[src/rtl/wb_pkg.sv]
// Shared types for the write-back stage: result-source select, load funct3
// encodings and the load-tracking FSM states.
package wb_pkg;

   typedef enum logic [1:0] {
      WB_ALU = 2'd0,
      WB_MEM = 2'd1,
      WB_PC4 = 2'd2,
      WB_IMM = 2'd3
   } wb_sel_e;

   localparam logic [2:0] F3_LB  = 3'b000;
   localparam logic [2:0] F3_LH  = 3'b001;
   localparam logic [2:0] F3_LW  = 3'b010;
   localparam logic [2:0] F3_LD  = 3'b011;
   localparam logic [2:0] F3_LBU = 3'b100;
   localparam logic [2:0] F3_LHU = 3'b101;
   localparam logic [2:0] F3_LWU = 3'b110;

   typedef enum logic [1:0] {
      IDLE     = 2'd0,
      WAIT_MEM = 2'd1,
      DRAIN    = 2'd2
   } wb_state_e;

endpackage

[src/rtl/write_back_unit_if.sv]
// MEM-stage offer, memory response, flush and register-file write port of the
// write-back unit; master drives the stage inputs, slave is the unit itself.
interface write_back_unit_if #(
   parameter int XLEN   = 32,
   parameter int REG_AW = 5
);
   logic              in_valid;
   logic              in_ready;
   logic              in_reg_write;
   logic [REG_AW-1:0] in_rd;
   logic [1:0]        in_wb_sel;
   logic [XLEN-1:0]   in_alu_result;
   logic [XLEN-1:0]   in_pc_plus4;
   logic [XLEN-1:0]   in_imm;
   logic [2:0]        in_load_funct3;
   logic [2:0]        in_addr_low;
   logic              mem_rsp_valid;
   logic [XLEN-1:0]   mem_rsp_data;
   logic              flush;
   logic              rf_we;
   logic [REG_AW-1:0] rf_waddr;
   logic [XLEN-1:0]   rf_wdata;
   logic              load_fault;
   logic              stray_rsp;

   modport master (
      output in_valid, in_reg_write, in_rd, in_wb_sel, in_alu_result,
             in_pc_plus4, in_imm, in_load_funct3, in_addr_low,
             mem_rsp_valid, mem_rsp_data, flush,
      input  in_ready, rf_we, rf_waddr, rf_wdata, load_fault, stray_rsp
   );

   modport slave (
      input  in_valid, in_reg_write, in_rd, in_wb_sel, in_alu_result,
             in_pc_plus4, in_imm, in_load_funct3, in_addr_low,
             mem_rsp_valid, mem_rsp_data, flush,
      output in_ready, rf_we, rf_waddr, rf_wdata, load_fault, stray_rsp
   );
endinterface

[src/rtl/load_align.sv]
// Combinational load lane select + sign/zero extension, flagging misaligned
// or XLEN-illegal load encodings.
module load_align
   import wb_pkg::*;
#(
   parameter int XLEN = 32
) (
   input  logic [2:0]      funct3,
   input  logic [2:0]      addr_low,
   input  logic [XLEN-1:0] rsp_data,
   output logic [XLEN-1:0] result,
   output logic            fault
);
   localparam bit IS64 = (XLEN == 64);

   logic [2:0]      lane;
   logic [XLEN-1:0] shifted;
   logic [7:0]      b;
   logic [15:0]     h;
   logic [31:0]     w;

   always_comb begin
      // A 32-bit response has only four byte lanes, so addr_low[2] is ignored.
      lane    = IS64 ? addr_low : {1'b0, addr_low[1:0]};
      shifted = rsp_data >> {lane, 3'b000};
      b       = shifted[7:0];
      h       = shifted[15:0];
      w       = shifted[31:0];
      result  = '0;
      fault   = 1'b0;
      case (funct3)
         F3_LB:  result = XLEN'($signed(b));
         F3_LBU: result = XLEN'(b);
         F3_LH:  begin result = XLEN'($signed(h)); fault = addr_low[0]; end
         F3_LHU: begin result = XLEN'(h);          fault = addr_low[0]; end
         F3_LW:  begin result = XLEN'($signed(w)); fault = (addr_low[1:0] != 2'b00); end
         F3_LWU: begin result = XLEN'(w);          fault = !IS64 || (addr_low[1:0] != 2'b00); end
         F3_LD:  begin result = shifted;           fault = !IS64 || (addr_low != 3'b000); end
         default: fault = 1'b1;
      endcase
   end
endmodule

[src/rtl/write_back_unit.sv]
// Write-back stage: non-load results written 1 cycle after accept; loads wait
// for the memory response, with flush/DRAIN handling for abandoned loads.
module write_back_unit
   import wb_pkg::*;
#(
   parameter int XLEN   = 32,
   parameter int REG_AW = 5
) (
   input  logic             clk,
   input  logic             reset,
   write_back_unit_if.slave wb
);
   wb_state_e         state, state_nxt;
   logic              accept, cap_load;
   logic [REG_AW-1:0] ld_rd;
   logic [2:0]        ld_f3, ld_addr;
   logic              ld_rw;
   logic [XLEN-1:0]   ld_result;
   logic              ld_fault;
   logic [XLEN-1:0]   sel_value;

   logic              we_q, we_nxt;
   logic              fault_q, fault_nxt;
   logic              stray_q, stray_nxt;
   logic [REG_AW-1:0] waddr_q, waddr_nxt;
   logic [XLEN-1:0]   wdata_q, wdata_nxt;

   load_align #(.XLEN(XLEN)) u_load_align (
      .funct3   (ld_f3),
      .addr_low (ld_addr),
      .rsp_data (wb.mem_rsp_data),
      .result   (ld_result),
      .fault    (ld_fault)
   );

   assign wb.in_ready   = (state == IDLE);
   assign accept        = wb.in_valid && (state == IDLE) && !wb.flush;
   assign wb.rf_we      = we_q;
   assign wb.rf_waddr   = waddr_q;
   assign wb.rf_wdata   = wdata_q;
   assign wb.load_fault = fault_q;
   assign wb.stray_rsp  = stray_q;

   always_comb begin
      sel_value = '0;
      case (wb_sel_e'(wb.in_wb_sel))
         WB_ALU:  sel_value = wb.in_alu_result;
         WB_PC4:  sel_value = wb.in_pc_plus4;
         WB_IMM:  sel_value = wb.in_imm;
         default: sel_value = '0;
      endcase
   end

   always_comb begin
      state_nxt = state;
      cap_load  = 1'b0;
      we_nxt    = 1'b0;
      fault_nxt = 1'b0;
      stray_nxt = 1'b0;
      waddr_nxt = waddr_q;
      wdata_nxt = wdata_q;
      case (state)
         IDLE: begin
            stray_nxt = wb.mem_rsp_valid;
            if (accept) begin
               if (wb_sel_e'(wb.in_wb_sel) == WB_MEM) begin
                  cap_load  = 1'b1;
                  state_nxt = WAIT_MEM;
               end else begin
                  we_nxt    = wb.in_reg_write && (wb.in_rd != '0);
                  waddr_nxt = wb.in_rd;
                  wdata_nxt = sel_value;
               end
            end
         end
         WAIT_MEM: begin
            if (wb.mem_rsp_valid) begin
               state_nxt = IDLE;
               // A response that arrives with the flush belongs to the killed load.
               if (!wb.flush) begin
                  we_nxt    = ld_rw && (ld_rd != '0) && !ld_fault;
                  fault_nxt = ld_fault;
                  waddr_nxt = ld_rd;
                  wdata_nxt = ld_result;
               end
            end else if (wb.flush) begin
               state_nxt = DRAIN;
            end
         end
         DRAIN: begin
            if (wb.mem_rsp_valid) state_nxt = IDLE;
         end
         default: state_nxt = IDLE;
      endcase
   end

   always_ff @(posedge clk) begin
      if (reset) begin
         state   <= IDLE;
         we_q    <= 1'b0;
         fault_q <= 1'b0;
         stray_q <= 1'b0;
         waddr_q <= '0;
         wdata_q <= '0;
         ld_rd   <= '0;
         ld_f3   <= '0;
         ld_addr <= '0;
         ld_rw   <= 1'b0;
      end else begin
         state   <= state_nxt;
         we_q    <= we_nxt;
         fault_q <= fault_nxt;
         stray_q <= stray_nxt;
         waddr_q <= waddr_nxt;
         wdata_q <= wdata_nxt;
         if (cap_load) begin
            ld_rd   <= wb.in_rd;
            ld_f3   <= wb.in_load_funct3;
            ld_addr <= wb.in_addr_low;
            ld_rw   <= wb.in_reg_write;
         end
      end
   end
endmodule
[src/flat_wrapper.sv]
// flat-port wrapper written by rule: the top's interface ports become plain ports
module write_back_unit_flat import wb_pkg::*;
#(
   parameter int XLEN   = 32,
   parameter int REG_AW = 5
)
  (clk, reset, wb_in_valid, wb_in_reg_write, wb_in_rd, wb_in_wb_sel, wb_in_alu_result, wb_in_pc_plus4, wb_in_imm, wb_in_load_funct3, wb_in_addr_low, wb_mem_rsp_valid, wb_mem_rsp_data, wb_flush, wb_in_ready, wb_rf_we, wb_rf_waddr, wb_rf_wdata, wb_load_fault, wb_stray_rsp);
  write_back_unit_if #(.XLEN(XLEN), .REG_AW(REG_AW)) wb_i ();
  input  logic clk;
  input  logic reset;
  input wire logic [$bits(wb_i.in_valid)-1:0] wb_in_valid;
  input wire logic [$bits(wb_i.in_reg_write)-1:0] wb_in_reg_write;
  input wire logic [$bits(wb_i.in_rd)-1:0] wb_in_rd;
  input wire logic [$bits(wb_i.in_wb_sel)-1:0] wb_in_wb_sel;
  input wire logic [$bits(wb_i.in_alu_result)-1:0] wb_in_alu_result;
  input wire logic [$bits(wb_i.in_pc_plus4)-1:0] wb_in_pc_plus4;
  input wire logic [$bits(wb_i.in_imm)-1:0] wb_in_imm;
  input wire logic [$bits(wb_i.in_load_funct3)-1:0] wb_in_load_funct3;
  input wire logic [$bits(wb_i.in_addr_low)-1:0] wb_in_addr_low;
  input wire logic [$bits(wb_i.mem_rsp_valid)-1:0] wb_mem_rsp_valid;
  input wire logic [$bits(wb_i.mem_rsp_data)-1:0] wb_mem_rsp_data;
  input wire logic [$bits(wb_i.flush)-1:0] wb_flush;
  output wire logic [$bits(wb_i.in_ready)-1:0] wb_in_ready;
  output wire logic [$bits(wb_i.rf_we)-1:0] wb_rf_we;
  output wire logic [$bits(wb_i.rf_waddr)-1:0] wb_rf_waddr;
  output wire logic [$bits(wb_i.rf_wdata)-1:0] wb_rf_wdata;
  output wire logic [$bits(wb_i.load_fault)-1:0] wb_load_fault;
  output wire logic [$bits(wb_i.stray_rsp)-1:0] wb_stray_rsp;
  assign wb_i.in_valid = wb_in_valid;
  assign wb_i.in_reg_write = wb_in_reg_write;
  assign wb_i.in_rd = wb_in_rd;
  assign wb_i.in_wb_sel = wb_in_wb_sel;
  assign wb_i.in_alu_result = wb_in_alu_result;
  assign wb_i.in_pc_plus4 = wb_in_pc_plus4;
  assign wb_i.in_imm = wb_in_imm;
  assign wb_i.in_load_funct3 = wb_in_load_funct3;
  assign wb_i.in_addr_low = wb_in_addr_low;
  assign wb_i.mem_rsp_valid = wb_mem_rsp_valid;
  assign wb_i.mem_rsp_data = wb_mem_rsp_data;
  assign wb_i.flush = wb_flush;
  assign wb_in_ready = wb_i.in_ready;
  assign wb_rf_we = wb_i.rf_we;
  assign wb_rf_waddr = wb_i.rf_waddr;
  assign wb_rf_wdata = wb_i.rf_wdata;
  assign wb_load_fault = wb_i.load_fault;
  assign wb_stray_rsp = wb_i.stray_rsp;
  write_back_unit #(.XLEN(XLEN), .REG_AW(REG_AW)) u_core (.clk(clk), .reset(reset), .wb(wb_i));
endmodule
[config.mk]
export PLATFORM = sky130hd
export DESIGN_NAME = write_back_unit_flat
export DESIGN_NICKNAME = d
export VERILOG_FILES = /design/src/rtl/wb_pkg.sv /design/src/rtl/write_back_unit_if.sv /design/src/rtl/load_align.sv /design/src/rtl/write_back_unit.sv /design/src/flat_wrapper.sv
export SDC_FILE = /design/constraint.sdc
export NUM_CORES = 1
export LEC_CHECK = 0
export BUFFER_PORTS_ARGS = -buffer_cell sky130_fd_sc_hd__buf_2
export CAP_MARGIN = 25
export CORE_MARGIN = 10
export CORE_UTILIZATION = 28
export CTS_CLUSTER_DIAMETER = 100
export CTS_CLUSTER_SIZE = 24
export DETAILED_ROUTE_END_ITERATION = 7
export PLACE_DENSITY = 0.61
export SLEW_MARGIN = 20
export SYNTH_ARGS = -nofsm -noshare
export SYNTH_HDL_FRONTEND = slang
export SYNTH_HIERARCHICAL = 1
export SYNTH_SLANG_ARGS = --single-unit
export TNS_END_PERCENT = 50
[constraint.sdc]
create_clock -name clk -period 3.3 [get_ports clk]
set_input_delay 0.165 -clock clk [delete_from_list [all_inputs] [get_ports clk]]
set_output_delay 0.165 -clock clk [all_outputs]
set_load 0.03 [all_outputs]
==> results_dict.tcl <==
set metrics [dict create \
    result_of_the_run "completed" \
    achievable-frequency_mhz 418 \
    synth.avg_cell_area_um2 8.60 \
    critical_path.top_delay_family "compound AO/OA/AOI/OAI gates" \
    worst-endpoint-arrival_ps 2580 \
    cts_sinks 53 \
    count_of_warnings_emitted_by_yosys 6 \
    worst-setup-path-type "reg -> reg" \
    cts-root-to-sink-buffers 2 \
    crit_path_cell_trace "buf_4 > mux2i_1 > nand2_1 > o311ai_2 > o21ai_0 > or2b_1 > a32o_1" \
    launching_point_of_the_worst_reg2reg_path "u_core/ld_addr[1]$_SDFFE_PP0P_" \
    critPathCaptureType "flip-flop" \
    port_buffers 186 \
    power_switching_mw 0.490 \
    power_mw 1.62 \
    first_global_vias 3989 \
    worstHoldStart "wb_mem_rsp_valid" \
    sequential_cell_area_mm2 0.00106 \
    tns_ps 0 \
    max_cap_viol_count 0 \
    final-max-slew-violation-count 0 \
    power.density_mw_per_mm2 334 \
    cpPeakStageDelay_ps 480 \
    grt_first_pass_wirelength_um 21600 \
    fp.dieW_um 135 \
    drt_drc_violations_left 0 \
    layout.nets 740 \
    final.setup_skew_ps 6.45 \
    worst_ir_drop_on_vdd_mv 0.204 \
    crit_required_ps 3490 \
    report.final.setup_viol 0 \
    fin_crit_ps 2390 \
    place_area_mm2 0.00471 \
    floorplan.io_pins 188 \
    critPathLaunchType "flip-flop" \
    cts_setup_buffers 0 \
    power_frac_clock_pct 32.4 \
    synth.cell_area_mm2 0.00373 \
    cts_resized 0 \
    route.final.wire_length_um 14000 \
    rsz0062_at_grt "no" \
    ant_nets 0 \
    fill_count 1378 \
    worstReg2RegEnd "u_core/wb.rf_wdata[23]$_SDFFE_PP0P_" \
    tritoncts "built" \
    cts_buffers 5 \
    grt_max_degree 65 \
    syn_inst 434 \
    final_hold_viol_count 0 \
    growth_of_design_area_from_synthesis_to_finish_pct 30.4 \
    grt-ovfl-total 0 \
    route.detailed.vias_per_inst 5.09 \
    internal-power_mw 1.13 \
    multiInputGateArea_mm2 0.00241 \
    power.sequential.fraction_pct 41.9 \
    path_clk_slew_ps 70 \
    grt_antenna_before_repair 7 \
    path_buf_inv 1 \
    period_share_pct 72.4 \
    r2r_setup_slack_ps 910 \
    tightestPinTransition_ps 784 \
    dieHeight_um 135 \
    clock_tree.root_cell "clkbuf_16" \
    cp_max_delay_cell "dfxtp_1" \
    fp-row-count 42 \
    worstHoldEndpoint "u_core/state[1]$_SDFFE_PP0P_" \
    netSwitchingFraction_pct 30.1 \
    core-area_mm2 0.0131 \
    gr-usage-all-layers_pct 14.4 \
    min_path_type "in -> reg" \
    worst-path-stages 7 \
    net_count_after_synthesis 581 \
    post_route_cells_drive_above_1_share_pct 35.9 \
    cts_hold_buf 0 \
    h-tree-depth 2 \
    place_congestion 0.872 \
    average_wire_per_standard_cell_um 18.1 \
    max-slew-margin-rel_pct 47.5 \
    clock_latency_ps 290 \
    start_util_pct 28.4 \
    post-route-cell-area_mm2 0.00487 \
    worst_r2r_path_depth 7 \
    via_total_after_detailed_routing 3946 \
    power_share_of_the_combinational_group_pct 25.7 \
    dieArea_mm2 0.0184 \
    timing.critical_path.fanout_max 21 \
    first_pass_iters 7 \
    leakage_nw 2.10 \
    hold_depth 2 \
    drtIter0Drc 167 \
    detailed_place_hpwl_um 11400 \
]
[layout make-up]
cell class                      count  area share, %
Antenna cell                        6          0.308
Clock buffer                        6           2.65
Clock inverter                      2          0.308
Inverter                            1         0.0771
Multi-Input combinational cell    336           49.5
Sequential cell                    53           21.8
Tap cell                          176           4.52
Timing Repair Buffer              196           20.8
[layout by cell type, fill, tap and decap left out, types with 7 or more instances in the layout]
cell type,count
o2bb2ai_1,7
buf_4,9
nand2_1,23
a21o_1,8
buf_2,186
nand2b_1,30
a32o_1,32
mux2i_1,54
a21oi_1,50
a211oi_1,15
nor2b_1,13
o21ai_0,48
dfxtp_1,53
nand3_1,11
[state kept, by name, indices dropped and copies added (netlist names)]
name / flops
u_core/ld_addr: 2
u_core/ld_rd: 5
u_core/wb.rf_we: 1
u_core/wb.rf_waddr: 5
u_core/state: 2
u_core/ld_f3: 3
u_core/ld_rw: 1
u_core/wb.load_fault: 1
u_core/wb.stray_rsp: 1
u_core/wb.rf_wdata: 32
[power groups by stage]
| stage | sequential, mW | combinational [mW] | clock, mW |
|---|---|---|---|
| 2_1_floorplan | 0.737 | 0.213 | 0 |
| 3_3_place_gp | 0.695 | 0.411 | 0 |
| 3_5_place_dp | 0.696 | 0.420 | 0 |
| 4_1_cts | 0.681 | 0.422 | 0.549 |
| 5_1_grt | 0.684 | 0.461 | 0.565 |
| 6_report | 0.681 | 0.417 | 0.526 |
[worst max path at each step]
stage / start / to / slack (ps)
3_5_place_dp: u_core/ld_addr[1]$_SDFFE_PP0P_ / u_core/wb.rf_wdata[23]$_SDFFE_PP0P_ / 910
4_1_cts: u_core/ld_addr[1]$_SDFFE_PP0P_ / u_core/wb.rf_wdata[23]$_SDFFE_PP0P_ / 900
5_1_grt: u_core/ld_addr[1]$_SDFFE_PP0P_ / u_core/wb.rf_wdata[23]$_SDFFE_PP0P_ / 720
2_1_floorplan: u_core/ld_addr[1]$_SDFFE_PP0P_ / u_core/wb.rf_wdata[23]$_SDFFE_PP0P_ / 1480
3_3_place_gp: u_core/state[0]$_SDFFE_PP0P_ / u_core/wb.rf_wdata[9]$_SDFFE_PP0P_ / 850
6_report: u_core/ld_addr[1]$_SDFFE_PP0P_ / u_core/wb.rf_wdata[23]$_SDFFE_PP0P_ / 910
[per-layer routing]
layer	wire (µm)	vias up	track usage [%]	part of all wire (%)
li1	-	1966	-	-
met4	144	2	2.93	1.0
met1	5710	1834	16.8	41
met2	6740	133	24.0	48
met3	1400	11	6.38	10
met5	17	-	0	0.12
[metrics by stage]
step                instances  setup WS [ps]  utilization (%)  hold WS, ps
floorplan                 434           1480                -          242
global placement          761            850             35.7          392
detailed placement        762            911             35.8          423
CTS                       770            895             36.9          107
global route              773            718             37.0          124
finish                    776            910             37.0          107
No activity file was read; power rests on OpenSTA's default activity.
